## config.mk

```make
export PLATFORM = sky130hd
export DESIGN_NAME = layers_frames_arbiter
export DESIGN_NICKNAME = d
export VERILOG_FILES = /design/src/rtl/layers_arb_pkg.sv /design/src/rtl/layers_frames_arbiter_rr_priority_pick.sv /design/src/rtl/layers_frames_arbiter.sv
export SDC_FILE = /design/constraint.sdc
export NUM_CORES = 1
export LEC_CHECK = 0
export CORE_MARGIN = 4
export CORE_UTILIZATION = 40
export CTS_BUF_LIST = sky130_fd_sc_hd__clkbuf_2 sky130_fd_sc_hd__clkbuf_4 sky130_fd_sc_hd__clkbuf_8
export DETAILED_ROUTE_END_ITERATION = 10
export PLACE_DENSITY_LB_ADDON = 0.1
export SETUP_SLACK_MARGIN = 0.1
export SLEW_MARGIN = 20
export SYNTH_ARGS = -nofsm -noshare
export SYNTH_HDL_FRONTEND = slang
export SYNTH_SLANG_ARGS = --single-unit
```

## constraint.sdc

```tcl
create_clock -name clk_core -period 3.2 [get_ports clk_core]
set_input_delay 0.8 -clock clk_core [delete_from_list [all_inputs] [get_ports clk_core]]
set_output_delay 0.8 -clock clk_core [all_outputs]
set_load 0.02 [all_outputs]
```

## src/rtl/layers_arb_pkg.sv

```systemverilog
// Shared types and constants for the layer frame arbiter.
// LAYERS_ARB_TIMEOUT_EN enables the stall-timeout FLUSH path in the top.
package layers_arb_pkg;

    localparam int unsigned ARB_TIMEOUT_W   = 16;
    localparam logic [7:0]  ARB_FILLER_BYTE = 8'hFF;

    typedef enum logic [1:0] {
        IDLE   = 2'd0,
        LOCKED = 2'd1,
        FLUSH  = 2'd2
    } arb_state_t;

    // One output beat as held in the output register
    typedef struct packed {
        logic       last;
        logic [7:0] dest;
        logic [7:0] data;
    } arb_beat_t;

    // (a + b) mod n for a, b < n
    function automatic int unsigned wrap_add(input int unsigned a, input int unsigned b,
                                             input int unsigned n);
        int unsigned s;
        s = a + b;
        return (s >= n) ? (s - n) : s;
    endfunction

endpackage

```

## src/rtl/layers_frames_arbiter_rr_priority_pick.sv

```systemverilog
// Combinational round-robin pick: first asserted request at or after ptr_i,
// wrapping modulo N.
module rr_priority_pick
    import layers_arb_pkg::*;
#(
    parameter int unsigned N    = 3,
    parameter int unsigned ID_W = $clog2(N)
) (
    input  logic [N-1:0]    req_i,
    input  logic [ID_W-1:0] ptr_i,
    output logic [ID_W-1:0] winner_o,
    output logic            found_o
);

    logic [ID_W-1:0] cand;

    always_comb begin
        winner_o = '0;
        found_o  = 1'b0;
        cand     = '0;
        for (int unsigned off = 0; off < N; off++) begin
            cand = ID_W'(wrap_add(32'(ptr_i), off, N));
            if (!found_o && req_i[cand]) begin
                found_o  = 1'b1;
                winner_o = cand;
            end
        end
    end

endmodule

```

## src/rtl/layers_frames_arbiter.sv

```systemverilog
// Frame-granular round-robin merge of NLAYERS AXI-Stream byte lanes into one
// registered output. LAYERS_ARB_TIMEOUT_EN adds a stall timeout with FLUSH.
module layers_frames_arbiter
    import layers_arb_pkg::*;
#(
    parameter int unsigned NLAYERS  = 3,
    parameter int unsigned ARB_ID_W = $clog2(NLAYERS)
) (
    input  logic                     clk_core,
    input  logic                     clk_core_rst,
    input  logic [NLAYERS*8-1:0]     s_axis_tdata,
    input  logic [NLAYERS*8-1:0]     s_axis_tdest,
    input  logic [NLAYERS-1:0]       s_axis_tlast,
    input  logic [NLAYERS-1:0]       s_axis_tvalid,
    output logic [NLAYERS-1:0]       s_axis_tready,
    output logic [7:0]               m_axis_tdata,
    output logic [7:0]               m_axis_tdest,
    output logic                     m_axis_tlast,
    output logic                     m_axis_tvalid,
    input  logic                     m_axis_tready,
    input  logic [NLAYERS-1:0]       cfg_layer_enable,
    input  logic [ARB_TIMEOUT_W-1:0] cfg_timeout,
    output logic [NLAYERS-1:0]       stat_grant,
    output logic [ARB_TIMEOUT_W-1:0] stat_timeout_count
);

    localparam logic [1:0] ST_IDLE   = 2'(IDLE);
    localparam logic [1:0] ST_LOCKED = 2'(LOCKED);
    localparam logic [1:0] ST_FLUSH  = 2'(FLUSH);

    logic [1:0]          state_q, state_d;
    logic [ARB_ID_W-1:0] grant_q, grant_d;
    logic [ARB_ID_W-1:0] rr_ptr_q, rr_ptr_d;
    arb_beat_t           out_q, out_d;
    logic                out_valid_q, out_valid_d;
    logic [NLAYERS-1:0]  stat_grant_q, stat_grant_d;

    logic [ARB_ID_W-1:0] pick_idx;
    logic                pick_found;
    logic [7:0]          sel_data, sel_dest;
    logic                sel_last, sel_valid;
    logic                out_free, lane_open, take;
    logic [ARB_ID_W-1:0] next_ptr;
    logic [NLAYERS-1:0]  grant_onehot;

    rr_priority_pick #(
        .N    (NLAYERS),
        .ID_W (ARB_ID_W)
    ) u_pick (
        .req_i    (s_axis_tvalid & cfg_layer_enable),
        .ptr_i    (rr_ptr_q),
        .winner_o (pick_idx),
        .found_o  (pick_found)
    );

    // Lane selected by the current grant
    always_comb begin
        sel_data  = '0;
        sel_dest  = '0;
        sel_last  = 1'b0;
        sel_valid = 1'b0;
        for (int unsigned i = 0; i < NLAYERS; i++) begin
            if (grant_q == ARB_ID_W'(i)) begin
                sel_data  = s_axis_tdata[8*i +: 8];
                sel_dest  = s_axis_tdest[8*i +: 8];
                sel_last  = s_axis_tlast[i];
                sel_valid = s_axis_tvalid[i];
            end
        end
    end

    assign out_free     = !out_valid_q || m_axis_tready;
    assign next_ptr     = (grant_q == ARB_ID_W'(NLAYERS - 1)) ? '0 : grant_q + ARB_ID_W'(1);
    assign grant_onehot = NLAYERS'(1) << grant_q;

`ifdef LAYERS_ARB_TIMEOUT_EN
    logic [ARB_TIMEOUT_W-1:0] stall_q, stall_d;
    logic [ARB_TIMEOUT_W-1:0] to_cnt_q, to_cnt_d;
    logic                     timeout_hit;

    assign timeout_hit        = (cfg_timeout != '0) && (stall_q == cfg_timeout);
    assign lane_open          = out_free && !timeout_hit;
    assign stat_timeout_count = to_cnt_q;
`else
    logic unused_cfg_timeout;

    assign unused_cfg_timeout = ^cfg_timeout;
    assign lane_open          = out_free;
    assign stat_timeout_count = '0;
`endif

    // Next-state, output register and ready logic
    always_comb begin
        state_d       = state_q;
        grant_d       = grant_q;
        rr_ptr_d      = rr_ptr_q;
        out_d         = out_q;
        out_valid_d   = out_valid_q;
        take          = 1'b0;
        s_axis_tready = '0;
`ifdef LAYERS_ARB_TIMEOUT_EN
        stall_d       = stall_q;
        to_cnt_d      = to_cnt_q;
`endif
        if (out_valid_q && m_axis_tready) begin
            out_valid_d = 1'b0;
        end

        case (state_q)
            ST_IDLE: begin
                if (pick_found) begin
                    grant_d = pick_idx;
                    state_d = ST_LOCKED;
                end
            end
            ST_LOCKED: begin
                s_axis_tready = lane_open ? grant_onehot : '0;
                take          = lane_open && sel_valid;
                if (take) begin
                    out_d       = '{last: sel_last, dest: sel_dest, data: sel_data};
                    out_valid_d = 1'b1;
                    if (sel_last) begin
                        state_d  = ST_IDLE;
                        rr_ptr_d = next_ptr;
                    end
                end
`ifdef LAYERS_ARB_TIMEOUT_EN
                if (take) begin
                    stall_d = '0;
                end else if (timeout_hit) begin
                    stall_d = '0;
                    state_d = ST_FLUSH;
                end else if (!sel_valid && stall_q != '1) begin
                    stall_d = stall_q + ARB_TIMEOUT_W'(1);
                end
`endif
            end
`ifdef LAYERS_ARB_TIMEOUT_EN
            // Close the stalled frame with a filler tlast beat
            ST_FLUSH: begin
                if (out_free) begin
                    out_d       = '{last: 1'b1, dest: sel_dest, data: ARB_FILLER_BYTE};
                    out_valid_d = 1'b1;
                    rr_ptr_d    = next_ptr;
                    state_d     = ST_IDLE;
                    if (to_cnt_q != '1) begin
                        to_cnt_d = to_cnt_q + ARB_TIMEOUT_W'(1);
                    end
                end
            end
`endif
            default: state_d = ST_IDLE;
        endcase

        stat_grant_d = (state_d != ST_IDLE) ? (NLAYERS'(1) << grant_d) : '0;
    end

    always_ff @(posedge clk_core or posedge clk_core_rst) begin
        if (clk_core_rst) begin
            state_q      <= ST_IDLE;
            grant_q      <= '0;
            rr_ptr_q     <= '0;
            out_q        <= '0;
            out_valid_q  <= 1'b0;
            stat_grant_q <= '0;
`ifdef LAYERS_ARB_TIMEOUT_EN
            stall_q      <= '0;
            to_cnt_q     <= '0;
`endif
        end else begin
            state_q      <= state_d;
            grant_q      <= grant_d;
            rr_ptr_q     <= rr_ptr_d;
            out_q        <= out_d;
            out_valid_q  <= out_valid_d;
            stat_grant_q <= stat_grant_d;
`ifdef LAYERS_ARB_TIMEOUT_EN
            stall_q      <= stall_d;
            to_cnt_q     <= to_cnt_d;
`endif
        end
    end

    assign m_axis_tdata  = out_q.data;
    assign m_axis_tdest  = out_q.dest;
    assign m_axis_tlast  = out_q.last;
    assign m_axis_tvalid = out_valid_q;
    assign stat_grant    = stat_grant_q;

endmodule
```

==> flow_summary.ini <==
[die]
start_util_pct = 42.5
die_area_um2 = 5460
die_y_um = 73.9
pin_count = 116
rows = 23
die-width_um = 73.9
core_area_um2 = 4090

[setup_path]
worst_setup_path_end_kind = output port
worstSetupStartpointType = input pin
worstPathArrival_ns = 2.21
r2r_start = grant_q[1]
slowest_delay_ns = 0.45
critPathKind = input pin to output port
worst_ep_required_time_ns = 2.40
crit_slowest_cell = clkdlybuf4s50_1
critPathMaxFanout = 5
critPathLaunch = m_axis_tready
worstPathCellList = clkdlybuf4s50_1, nand2b_1, nand3_1, nor3b_1, dlygate4sd2_1

[cts]
clk_pin_slew_ns = 0.09
cts_root_buffer = clkbuf_8
numCtsBuffers = 3
cts.htree.levels = 1
clock_latency_ns = 0.27
clock_path_buffers = 2
cts_setup_buffers = 0
cts_tree = yes
cts.sinks = 27

[place]
post-dp-hpwl_um = 3430
globalplace.congestion = 0.800
place_ws_ns = -0.0778
dp.cells = 325
port_buffers = 83

[synth]
synth_most_common_cell = dfrtp_1
synth_warnings = 0
syn_area_um2 = 1740
synth-edff-count = 0
ys_types = 37
synth_largest_area_cell = dfrtp_1
async_flop_share_pct = 100
ys_seq_area_share_pct = 38.9
synth-seq-cells = 27
synth.avg_cell_area_um2 = 8.78
synthTopCellsByCount = 27 x dfrtp_1, 25 x nand2_1, 21 x nor2_1
netlist_instances = 198
yosys-top-cells-area = dfrtp_1 39%, mux2i_1 10%, buf_4 6.9%
synth_top_area_share_pct = 38.9
synthFlopType = dfrtp_1

[sta]
finalSetupViolCount = 0
hold_viol_final = 0
skew_ns = 0.00601
period_minus_slack_ns = 3.01
fin_crit_sh_pct = 94.1
finalWorstSetupSlack_ns = 0.189
timing.fmax_mhz = 332
timing.hold.ws_ns = 0.482
rsz0062_at_grt = false
max_slew_margin_pct = 37.1
slew_violations = 0
worst_pin_slew_ns = 0.944

[job]
cap_viol_max_count = 0

[routing]
post_drt_wl_per_cell_um = 13.1
vias = 1576
drc = 0
firstDrtPassIters = 4
viasPerCell = 4.79
first_iter_violations = 74
antenna_left = 0
routed_wl_um = 4300

[grt]
grt_pass1_wl_um = 7010
grt_max_degree = 35
gr-total-overflow = 0
grt_use_total_pct = 16.3
antenna_found_initial = 0
first_global_vias = 1545

[pwr]
p_int_uw = 1150
comb_power_share_pct = 61.0
power_frac_clock_pct = 10.1
vdd_drop_max_mv = 0.336
switching_share_pct = 41.3
power_uw = 1960
leakage_uw = 0.00114
power.density_nw_per_um2 = 750
seqPwrFrac_pct = 28.9
power_switching_uw = 808

[finish]
final_cells = 329
diodes = 0
layout.nets = 360
areaGrowthSynthToFinish_pct = 50.0
drive_gt1_share_pct = 6.45

[outcome]
status = complete, no violations

[worst_hold_path]
hp-class = flip-flop to flip-flop
min-delay-start = m_axis_tdata[1]
## cells in the final DEF (no fill, tap or decap), types with 2 or more instances in the layout
cell and count:
nor2_1 21, clkdlybuf4s50_1 80, conb_1 17, nand2_1 25
inv_1 4, mux2i_1 18, or3_1 2, o21ai_0 17
nor2b_1 3, nand2b_1 5, dlygate4sd2_1 3, a21oi_1 17
dfrtp_1 27, buf_4 5, a2bb2oi_1 2, ha_1 4
o41ai_1 3, mux2_2 3, o31ai_1 2, clkbuf_8 3
## metal layers
layer | global-route usage [%] | vias up | wire, µm
met2 | 28.0 | 70 | 2040
met5 | 0 | - | 0
met1 | 19.9 | 695 | 1770
met3 | 5.34 | 4 | 455
met4 | 3.62 | 0 | 41
li1 | - | 807 | -
## critical path: cells and delay by family
kind                   cells  cell delay (ns)
buffers and inverters      2             0.82
and+or+nand+nor            3             0.59
## flip-flops by register name, indices dropped and copies added, names as in the netlist
register / flops
m_axis_tdest: 8
m_axis_tlast: 1
grant_q: 2
rr_ptr_q: 2
stat_grant: 3
m_axis_tvalid: 1
state_q: 2
m_axis_tdata: 8
## layout make-up
class / instances / area (µm²)
Timing Repair Buffer: 88 / 865
Inverter: 4 / 15.0
Sequential cell: 27 / 676
Multi-Input combinational cell: 156 / 940
Tap cell: 50 / 62.6
Clock buffer: 4 / 48.8
Fill cell: 379 / 1480
## logic make-up after synthesis
family / count (synthesis) / share of synthesized area, %
AOI/OAI and AO/OA: 49 / 17.7
muxes: 21 / 12.3
buffers and inverters: 31 / 10.5
adders and majority gates: 4 / 2.88
other: 1 / 0.216
and+or+nand+nor: 65 / 17.5
DFF: 27 / 38.9
## final timing paths
check,depth (start not counted),to,slack (ns)
min in group asynchronous,3,m_axis_tdata[5],0.89
min reg2reg,2,m_axis_tdata[1],0.48
max,5,s_axis_tready[2],0.19
min,2,m_axis_tdata[1],0.48
max in group asynchronous,3,m_axis_tdata[4],2.06
max reg2reg,5,m_axis_tdest[7],0.93
## metrics by stage
step	setup TNS, ns	cell area, µm²	utilization (%)
after global routing	0	2610	63.8
after CTS	0	2610	63.8
after global placement	-0.0722	2560	62.7
final	0	2610	63.8
after floorplan	0	1800	-
after detailed placement	-0.0929	2560	62.7
## power by group through the flow
| stage | Clock [µW] | Combinational (µW) | Sequential [µW] |
|---|---|---|---|
| floorplan | 0 | 649 | 692 |
| global placement | 0 | 1200 | 567 |
| detailed placement | 0 | 1210 | 573 |
| CTS | 207 | 1210 | 566 |
| global route | 219 | 1320 | 585 |
| finish | 198 | 1190 | 564 |
## repair_timing
item / CTS / global route
endpoints found under the setup margin: 3 / 0
hold buffers: 0 / 0
resized for setup: 3 / 0
Power figures use the tool's default switching activity.
